## src/rtl/conv_layer_sched.sv

```systemverilog
// conv_layer_sched: per-layer sequencer driving channel loads, conv triggers, pixel save pacing and accumulator control.
// Ports: clk/rst_n (async active-low); start/abort/layer/num_chan_m1/out_w/out_h run control;
// ld_req/ld_chan/ld_ack loader handshake; conv_trigger/conv_layer/conv_valid/conv_addr/save_done engine side;
// ps_clear/ps_ce accumulator control; busy/done/err status.
module conv_layer_sched #(
  parameter int MAX_CHAN = 16,
  parameter int SAVE_LAT = 3,
  parameter int ADDR_W = 8,
  localparam int CW = $clog2(MAX_CHAN),
  localparam int SW = $clog2(SAVE_LAT + 1)
) (
  input  logic              clk,
  input  logic              rst_n,
  input  logic              start,
  input  logic              abort,
  input  logic              layer,
  input  logic [CW-1:0]     num_chan_m1,
  input  logic [4:0]        out_w,
  input  logic [4:0]        out_h,
  output logic              ld_req,
  output logic [CW-1:0]     ld_chan,
  input  logic              ld_ack,
  output logic              conv_trigger,
  output logic              conv_layer,
  input  logic              conv_valid,
  input  logic [ADDR_W-1:0] conv_addr,
  output logic              save_done,
  output logic              ps_clear,
  output logic              ps_ce,
  output logic              busy,
  output logic              done,
  output logic              err
);
  typedef enum logic [2:0] {IDLE, CLEAR, LOAD, TRIG, WAIT_PIX, SAVE, NEXT, DONE} state_t;
  state_t st, nxt;
  logic [CW-1:0] nch_q, chan_cnt;
  logic [ADDR_W-1:0] pix_cnt, last_pix;
  logic [SW-1:0] sv_cnt, sv_nx;
  logic [9:0] prod;
  logic accept, pix_hit;
  assign ld_chan = chan_cnt;
  always_comb begin
    prod = {5'd0, out_w} * {5'd0, out_h} - 10'd1;
    accept = start && st == IDLE && !abort;
    pix_hit = conv_valid && st == WAIT_PIX && !abort;
    sv_nx = st == SAVE ? SW'(sv_cnt + 1'b1) : '0;
    nxt = st;
    case (st)
      IDLE:     nxt = start ? (layer ? CLEAR : LOAD) : IDLE;
      CLEAR:    nxt = LOAD;
      LOAD:     nxt = ld_ack ? TRIG : LOAD;
      TRIG:     nxt = WAIT_PIX;
      WAIT_PIX: nxt = conv_valid ? (conv_addr == last_pix ? NEXT : SAVE) : WAIT_PIX;
      SAVE:     nxt = sv_cnt == SW'(SAVE_LAT - 1) ? WAIT_PIX : SAVE;
      NEXT:     nxt = chan_cnt == nch_q ? DONE : LOAD;
      default:  nxt = IDLE;
    endcase
    if (abort) nxt = IDLE;
  end
  // Outputs are decoded from the next state so they line up with the state they describe.
  always_ff @(posedge clk or negedge rst_n) begin
    if (!rst_n) begin
      st <= IDLE;
      nch_q <= '0;
      chan_cnt <= '0;
      pix_cnt <= '0;
      last_pix <= '0;
      sv_cnt <= '0;
      ld_req <= 1'b0;
      conv_trigger <= 1'b0;
      conv_layer <= 1'b0;
      save_done <= 1'b0;
      ps_clear <= 1'b0;
      ps_ce <= 1'b0;
      busy <= 1'b0;
      done <= 1'b0;
      err <= 1'b0;
    end else begin
      st <= nxt;
      busy <= nxt != IDLE;
      ps_clear <= nxt == CLEAR;
      ld_req <= nxt == LOAD;
      conv_trigger <= nxt == TRIG;
      done <= nxt == DONE;
      sv_cnt <= nxt == SAVE ? sv_nx : '0;
      save_done <= nxt == SAVE && sv_nx == SW'(SAVE_LAT - 1);
      ps_ce <= nxt != IDLE && (accept ? layer : conv_layer);
      if (accept) begin
        conv_layer <= layer;
        nch_q <= layer ? num_chan_m1 : '0;
        last_pix <= ADDR_W'(prod);
        chan_cnt <= '0;
        err <= 1'b0;
      end
      if (st == NEXT && nxt == LOAD) chan_cnt <= chan_cnt + 1'b1;
      if (st == TRIG) pix_cnt <= '0;
      if (pix_hit && conv_addr != pix_cnt) err <= 1'b1;
      if (pix_hit && conv_addr != last_pix) pix_cnt <= pix_cnt + 1'b1;
    end
  end
endmodule

```

## config.mk

```make
export PLATFORM = sky130hd
export DESIGN_NAME = conv_layer_sched
export DESIGN_NICKNAME = d
export VERILOG_FILES = /design/src/rtl/conv_layer_sched.sv
export SDC_FILE = /design/constraint.sdc
export NUM_CORES = 1
export LEC_CHECK = 0
export BUFFER_PORTS_ARGS = -buffer_cell sky130_fd_sc_hd__buf_2
export CAP_MARGIN = 5
export CORE_MARGIN = 3
export CORE_UTILIZATION = 40
export DETAILED_ROUTE_END_ITERATION = 6
export GPL_TIMING_DRIVEN = 0
export PLACE_DENSITY = 0.64
export SLEW_MARGIN = 25
export SYNTH_ARGS = -nofsm -noshare
export SYNTH_HDL_FRONTEND = slang
export SYNTH_SLANG_ARGS = --single-unit
```

## constraint.sdc

```tcl
create_clock -name clk -period 1.8 [get_ports clk]
set_clock_uncertainty 0.1 [all_clocks]
set_input_delay 0.18 -clock clk [delete_from_list [all_inputs] [get_ports clk]]
set_output_delay 0.18 -clock clk [all_outputs]
set_load 0.03 [all_outputs]
```

==> results.json, run 1 <==
{
  "arrival_ns": 2.86,
  "startpoint_type": "input port",
  "clk_path_buf_depth": 2,
  "utilization_pct": 57.8,
  "r2r_start": "st[1]",
  "ys_ff_latch": 38,
  "clock.fmax_mhz": 360,
  "multi_input_area_um2": 1860,
  "power_switching_mw": 1.08,
  "grt_pass1_vias": 2246,
  "dieWidth_um": 87.8,
  "ir_drop_mv": 0.404,
  "core_um2": 6420,
  "hold_path_class": "in -> reg",
  "insertion_delay_ns": 0.29,
  "p_per_area_nw_per_um2": 862,
  "use_met1_pct": 19.2,
  "r2r-end": "ld_chan[3]",
  "tightest_slew_ns": 0.843,
  "fin_nets": 409,
  "dieHeight_um": 87.8,
  "endpoint_kind": "register",
  "p_sw_share_pct": 33.8,
  "cts_tree": "done",
  "layout-drive-gt1-share_pct": 40.7,
  "wl_per_cell_um": 14.0,
  "crit_required_ns": 1.88,
  "ioPinCount": 42,
  "timing.final.crit_share_pct": 154,
  "pwr-share-comb_pct": 42.6,
  "syn-num-nets": 329,
  "violations": "setup timing",
  "drcViolationCount": 0,
  "syn_area_per_cell_um2": 9.79,
  "ys_warn_count": 0,
  "setup_ws_ns": -0.974,
  "dieArea_um2": 7700,
  "track_usage_pct": 16.2,
  "p_seq_share_pct": 34.0,
  "stdcell_area_um2": 3710,
  "grt_pass1_wl_um": 9960,
  "period_needed_ns": 2.77,
  "synth.distinct_cells": 46,
  "grt_use_met2_pct": 29.5,
  "leakagePower_nw": 1.82,
  "routed_wl_um": 6030,
  "root_buffer": "clkbuf_8",
  "hold-worst-slack_ns": 0.00742,
  "synth-edff-count": 0,
  "use_met3_pct": 2.54,
  "ff2ff_setup_slack_ns": -0.24,
  "startpoint": "out_w[2]",
  "rsz0062_at_grt": "yes",
  "cts.sinks": 38,
  "htreeDepth": 2,
  "async_flop_share_pct": 100,
  "dp.cells": 391,
  "grt_busiest_layer": "met2",
  "ys.flop_type": "dfrtp_1",
  "finalPower_mw": 3.20,
  "hold_viol": 0,
  "status": "finished, violations left",
  "vias_per_cell": 5.08,
  "maxSlewViolCount": 0,
  "endpoint": "last_pix[7]",
  "setup_viol": 18,
  "final_antenna_net_count": 0,
  "p_int_mw": 2.12,
  "dr.pass1.iters": 4,
  "dp_hpwl_um": 4210,
  "diodes": 0,
  "antenna_found_initial": 0,
  "setup_tns_ns": -5.51,
  "grt_start_max_net_pins": 39,
  "pre_cts_ws_ns": -1.46,
  "flow.area_growth_from_synthesis_pct": 38.9,
  "yosysSeqAreaShare_pct": 35.6,
  "crit_fanout": 3,
  "nFillCells": 558,
  "path_clk_slew_ns": 0.08,
  "register_area_um2": 957,
  "dr.first_iter.drc_count": 41,
  "slew_headroom_pct": 43.8,
  "post_dp_cell_area_um2": 3040,
  "finalNonFillerCells": 431,
  "rows": 29,
  "synth_area_um2": 2670,
  "vias": 2191,
  "clockPowerShare_pct": 23.4,
  "drv_cap": 0,
  "port_buffers": 41,
  "synth_cells": 273,
  "globalplace.congestion": 0.847,
  "grt_overflow": 0,
  "start_util_pct": 41.6,
  "rr_worst_depth": 6,
  "cts_made_buffers": 5,
  "critPathKind": "in -> reg"
}
cell usage in the layout (no fill, tap or decap), drive strengths merged, types with 10 or more instances in the layout:
master	n
buf	76
dfrtp	38
nand2	28
inv	27
xor2	18
ha	15
o21ai	15
xnor2	12
fa	12
nor2	12
clkbuf	11
nand3	10
repair_timing:
item / 4_1_cts / 5_1_grt
endpoints found under the setup margin: 25 / 29
endpoints found under the hold margin: 38 / 0
setup buffers: 22 / 13
hold buffers: 1 / 0
resized for setup: 51 / 23
pin swaps: 28 / 29
worst max-delay path, stage by stage:
cell and delay [ns]:
buf_8 0.10, and2_4 0.15, fa_1 0.53, inv_1 0.05, fa_1 0.45, fa_1 0.51, inv_2 0.05, ha_4 0.24
o21ai_2 0.10, o21bai_1 0.08, a21oi_1 0.18, xnor2_1 0.15, o21ai_1 0.07
registers in the layout, summed over array words and instances, names as in the netlist:
| name | cells |
|---|---|
| conv_layer | 1 |
| busy | 1 |
| ps_clear | 1 |
| ld_chan | 4 |
| st | 3 |
| pix_cnt | 8 |
| conv_trigger | 1 |
| save_done | 1 |
| sv_cnt | 2 |
| nch_q | 4 |
| ps_ce | 1 |
| done | 1 |
| ld_req | 1 |
| err | 1 |
| last_pix | 8 |
how the worst min path moves through the flow:
stage                         from            to  slack, ns  cells after the start
floorplan                    rst_n          busy      -0.22                      0
global placement             rst_n  conv_trigger       0.23                      1
detailed placement           rst_n  conv_trigger       0.24                      1
CTS                 num_chan_m1[1]      nch_q[1]      0.002                      2
global route        num_chan_m1[3]      nch_q[3]      0.008                      2
finish              num_chan_m1[1]      nch_q[1]      0.007                      2
cell usage after synthesis, types with 2 or more instances:
master / number / area [um2]
a21o_1: 6 / 45.0
a21oi_1: 6 / 30.0
a22o_1: 4 / 35.0
and2_1: 9 / 56.3
and3_1: 3 / 18.8
buf_6: 3 / 33.8
clkbuf_1: 4 / 15.0
dfrtp_1: 38 / 951
fa_1: 12 / 240
ha_1: 15 / 188
inv_1: 27 / 101
mux2_2: 3 / 33.8
mux2i_1: 4 / 40.0
nand2_1: 28 / 105
nand2b_1: 4 / 25.0
nand3_1: 10 / 50.1
nand4_1: 3 / 18.8
nor2_1: 12 / 45.0
nor3_1: 5 / 25.0
nor3b_1: 5 / 37.5
nor4_1: 3 / 18.8
o21ai_0: 15 / 75.1
o21bai_1: 2 / 15.0
or3_1: 2 / 12.5
xnor2_1: 12 / 105
xor2_1: 18 / 158
power groups by stage:
stage | sequential, mW | clock, mW | combinational, mW
after floorplan | 1.12 | 0 | 0.756
after global placement | 1.10 | 0 | 1.01
after detailed placement | 1.10 | 0 | 1.04
after CTS | 1.09 | 0.764 | 1.31
after global routing | 1.11 | 0.789 | 1.52
final | 1.09 | 0.748 | 1.36
area by class of cell:
cell class,instances,share of cell area (%)
Clock buffer,7,2.32
Buffer,5,0.977
Clock inverter,1,0.809
Inverter,27,2.73
Sequential cell,38,25.8
Timing Repair Buffer,76,14.6
Tap cell,77,2.59
Multi-Input combinational cell,200,50.2
per-layer routing:
metal,vias up,part of all wire [%]
met5,-,0
met2,48,52
met3,10,3.4
met4,0,2.0
met1,1056,43
li1,1077,-
cells by family (layout without fill, tap and decap cells):
group / Yosys count / in the layout / synth area share [%]
compound gates: 42 / 42 / 11.1
xor+xnor: 30 / 30 / 9.83
fa+ha+maj: 27 / 27 / 16.0
buf+inv: 35 / 116 / 5.80
flops: 38 / 38 / 35.6
mux: 7 / 7 / 2.76
simple gates: 94 / 94 / 19.0
(Power assumes the default switching activity.)
==> inputs of run 2 (changes only) <==
--- a/config.mk
+++ b/config.mk
@@ -9,6 +9,7 @@
 export CAP_MARGIN = 5
 export CORE_MARGIN = 3
 export CORE_UTILIZATION = 40
+export CTS_BUF_LIST = sky130_fd_sc_hd__clkbuf_2
 export DETAILED_ROUTE_END_ITERATION = 6
 export GPL_TIMING_DRIVEN = 0
 export PLACE_DENSITY = 0.64
==> run 2 against run 1 <==
The flow still finishes with violations (setup timing). Clock-buffer cell count down 1. Flip-flop and latch count unchanged. Register-to-register slack better by 0.02 ns. Clock power down 31%. Setup slack better by 0.092 ns. Critical path depth unchanged. Cell count down 0.23%. Hold slack better by 0.084 ns. Sequential share of layout area down 0.31 points. Global-route usage up 0.25 points.
==> results.json, run 2 (synthesis gave the netlist of run 1 again) <==
{
  "worst_hold_path.endpoint": "last_pix[0]",
  "dr.first_iter.drc_count": 64,
  "setup_ws_ns": -0.882,
  "endpoint_kind": "register",
  "startpoint": "out_w[2]",
  "clock.fmax_mhz": 373,
  "crit_fanout": 4,
  "flow.area_growth_from_synthesis_pct": 40.6,
  "dp_hpwl_um": 4210,
  "timing.final.crit_share_pct": 149,
  "r2r_start": "st[0]",
  "ioPinCount": 42,
  "routed_wl_um": 6280,
  "min-delay-start": "out_w[0]",
  "hold_path_class": "in -> reg",
  "ff2ff_setup_slack_ns": -0.22,
  "r2r-end": "ld_chan[3]",
  "globalplace.congestion": 0.847,
  "dieHeight_um": 87.8,
  "cts_made_buffers": 5,
  "grt_start_max_net_pins": 39,
  "arrival_ns": 2.88,
  "setup_viol": 16,
  "rows": 29,
  "fin_nets": 408,
  "layout-drive-gt1-share_pct": 40.2,
  "hold_viol": 0,
  "grt_pass1_wl_um": 10100,
  "final_antenna_net_count": 0,
  "p_per_area_nw_per_um2": 811,
  "drcViolationCount": 0,
  "ir_drop_mv": 0.350,
  "cts_tree": "done",
  "drv_cap": 0,
  "insertion_delay_ns": 0.38,
  "status": "finished, violations left",
  "diodes": 0,
  "final_common_cell": "buf_2",
  "dieWidth_um": 87.8,
  "path_clk_slew_ns": 0.20,
  "maxSlewViolCount": 0,
  "nFillCells": 551,
  "critPathKind": "in -> reg",
  "dr.pass1.iters": 4,
  "tightest_slew_ns": 0.839,
  "startpoint_type": "input port",
  "setup_tns_ns": -4.64,
  "clk_path_buf_depth": 2,
  "antenna_found_initial": 0,
  "start_util_pct": 41.6,
  "root_buffer": "clkbuf_2",
  "final_cell_mix": "buf_2, dfrtp_1, inv_1, nand2_1, buf_4",
  "period_needed_ns": 2.68,
  "crit_required_ns": 2.00,
  "grt_pass1_vias": 2255,
  "htreeDepth": 2,
  "track_usage_pct": 16.5,
  "core_um2": 6420,
  "vias": 2201,
  "vias_per_cell": 5.12,
  "port_buffers": 41,
  "slew_headroom_pct": 44.1,
  "wl_per_cell_um": 14.6,
  "rsz0062_at_grt": "yes",
  "cts.sinks": 38,
  "rr_worst_depth": 6,
  "dieArea_um2": 7700,
  "largestRegisters": "last_pix: 8 flops, pix_cnt: 8 flops",
  "violations": "setup timing",
  "worstHoldPathCells": 3,
  "grt_overflow": 0,
  "hold-worst-slack_ns": 0.0910,
  "leakagePower_nw": 1.82
}
run 2: worst max-delay path by stage:
stage | end | slack, ns | cells after the start
after global routing | last_pix[7] | -0.93 | 13
after floorplan | last_pix[7] | -1.10 | 12
after global placement | last_pix[7] | -1.41 | 14
after detailed placement | last_pix[7] | -1.46 | 13
final | last_pix[7] | -0.88 | 13
after CTS | last_pix[7] | -0.85 | 13
run 2: layer usage:
metal | vias up | global-route usage, % | routed length [um] | part of all wire [%]
met4 | 0 | 4.32 | 57 | 0.91
met2 | 39 | 30.2 | 3430 | 55
met1 | 1076 | 19.6 | 2600 | 41
met5 | - | 0 | 0 | 0
met3 | 4 | 3.10 | 190 | 3.0
li1 | 1082 | - | - | -
run 2: area by class of cell:
| type | instances | area, um2 | share of cell area (%) |
|---|---|---|---|
| buffer | 5 | 47.5 | 1.26 |
| clock buffer | 6 | 30.0 | 0.799 |
| clock inverter | 2 | 33.8 | 0.899 |
| inverter | 27 | 105 | 2.80 |
| multi-input combinational | 200 | 1880 | 50.0 |
| sequential | 38 | 957 | 25.5 |
| tap | 77 | 96.3 | 2.56 |
| timing repair buffer | 75 | 608 | 16.2 |
run 2: repair_timing:
item,CTS,global route
gates resized for setup,60,29
endpoints found under the hold margin,45,0
hold buffers,6,0
buffers inserted,21,8
pin swaps,29,29
cloned,0,1
endpoints found under the setup margin,28,28
run 2: stage by stage:
stage	utilization [%]	setup WS (ns)	instances	cell area (um2)	power, mW
floorplan	-	-1.10	273	2740	1.88
global placement	47.3	-1.41	391	3040	2.11
detailed placement	47.3	-1.46	391	3040	2.14
CTS	55.3	-0.852	423	3550	2.98
global route	58.5	-0.928	430	3760	3.27
finish	58.5	-0.882	430	3760	3.05
run 2: power breakdown:
group | switching, mW | internal, mW | total, mW
logic | 0.710 | 0.729 | 1.44
clock network | 0.282 | 0.237 | 0.519
registers | 0.104 | 0.987 | 1.09
run 2: worst max-delay path, stage by stage:
cell and delay [ns]:
buf_8 0.10, and2_4 0.15, fa_1 0.54, inv_1 0.05, fa_1 0.45, fa_1 0.51
inv_2 0.05, ha_4 0.24, o21ai_2 0.10, o21bai_1 0.08, a21oi_1 0.18, xnor2_1 0.16
o21ai_1 0.07
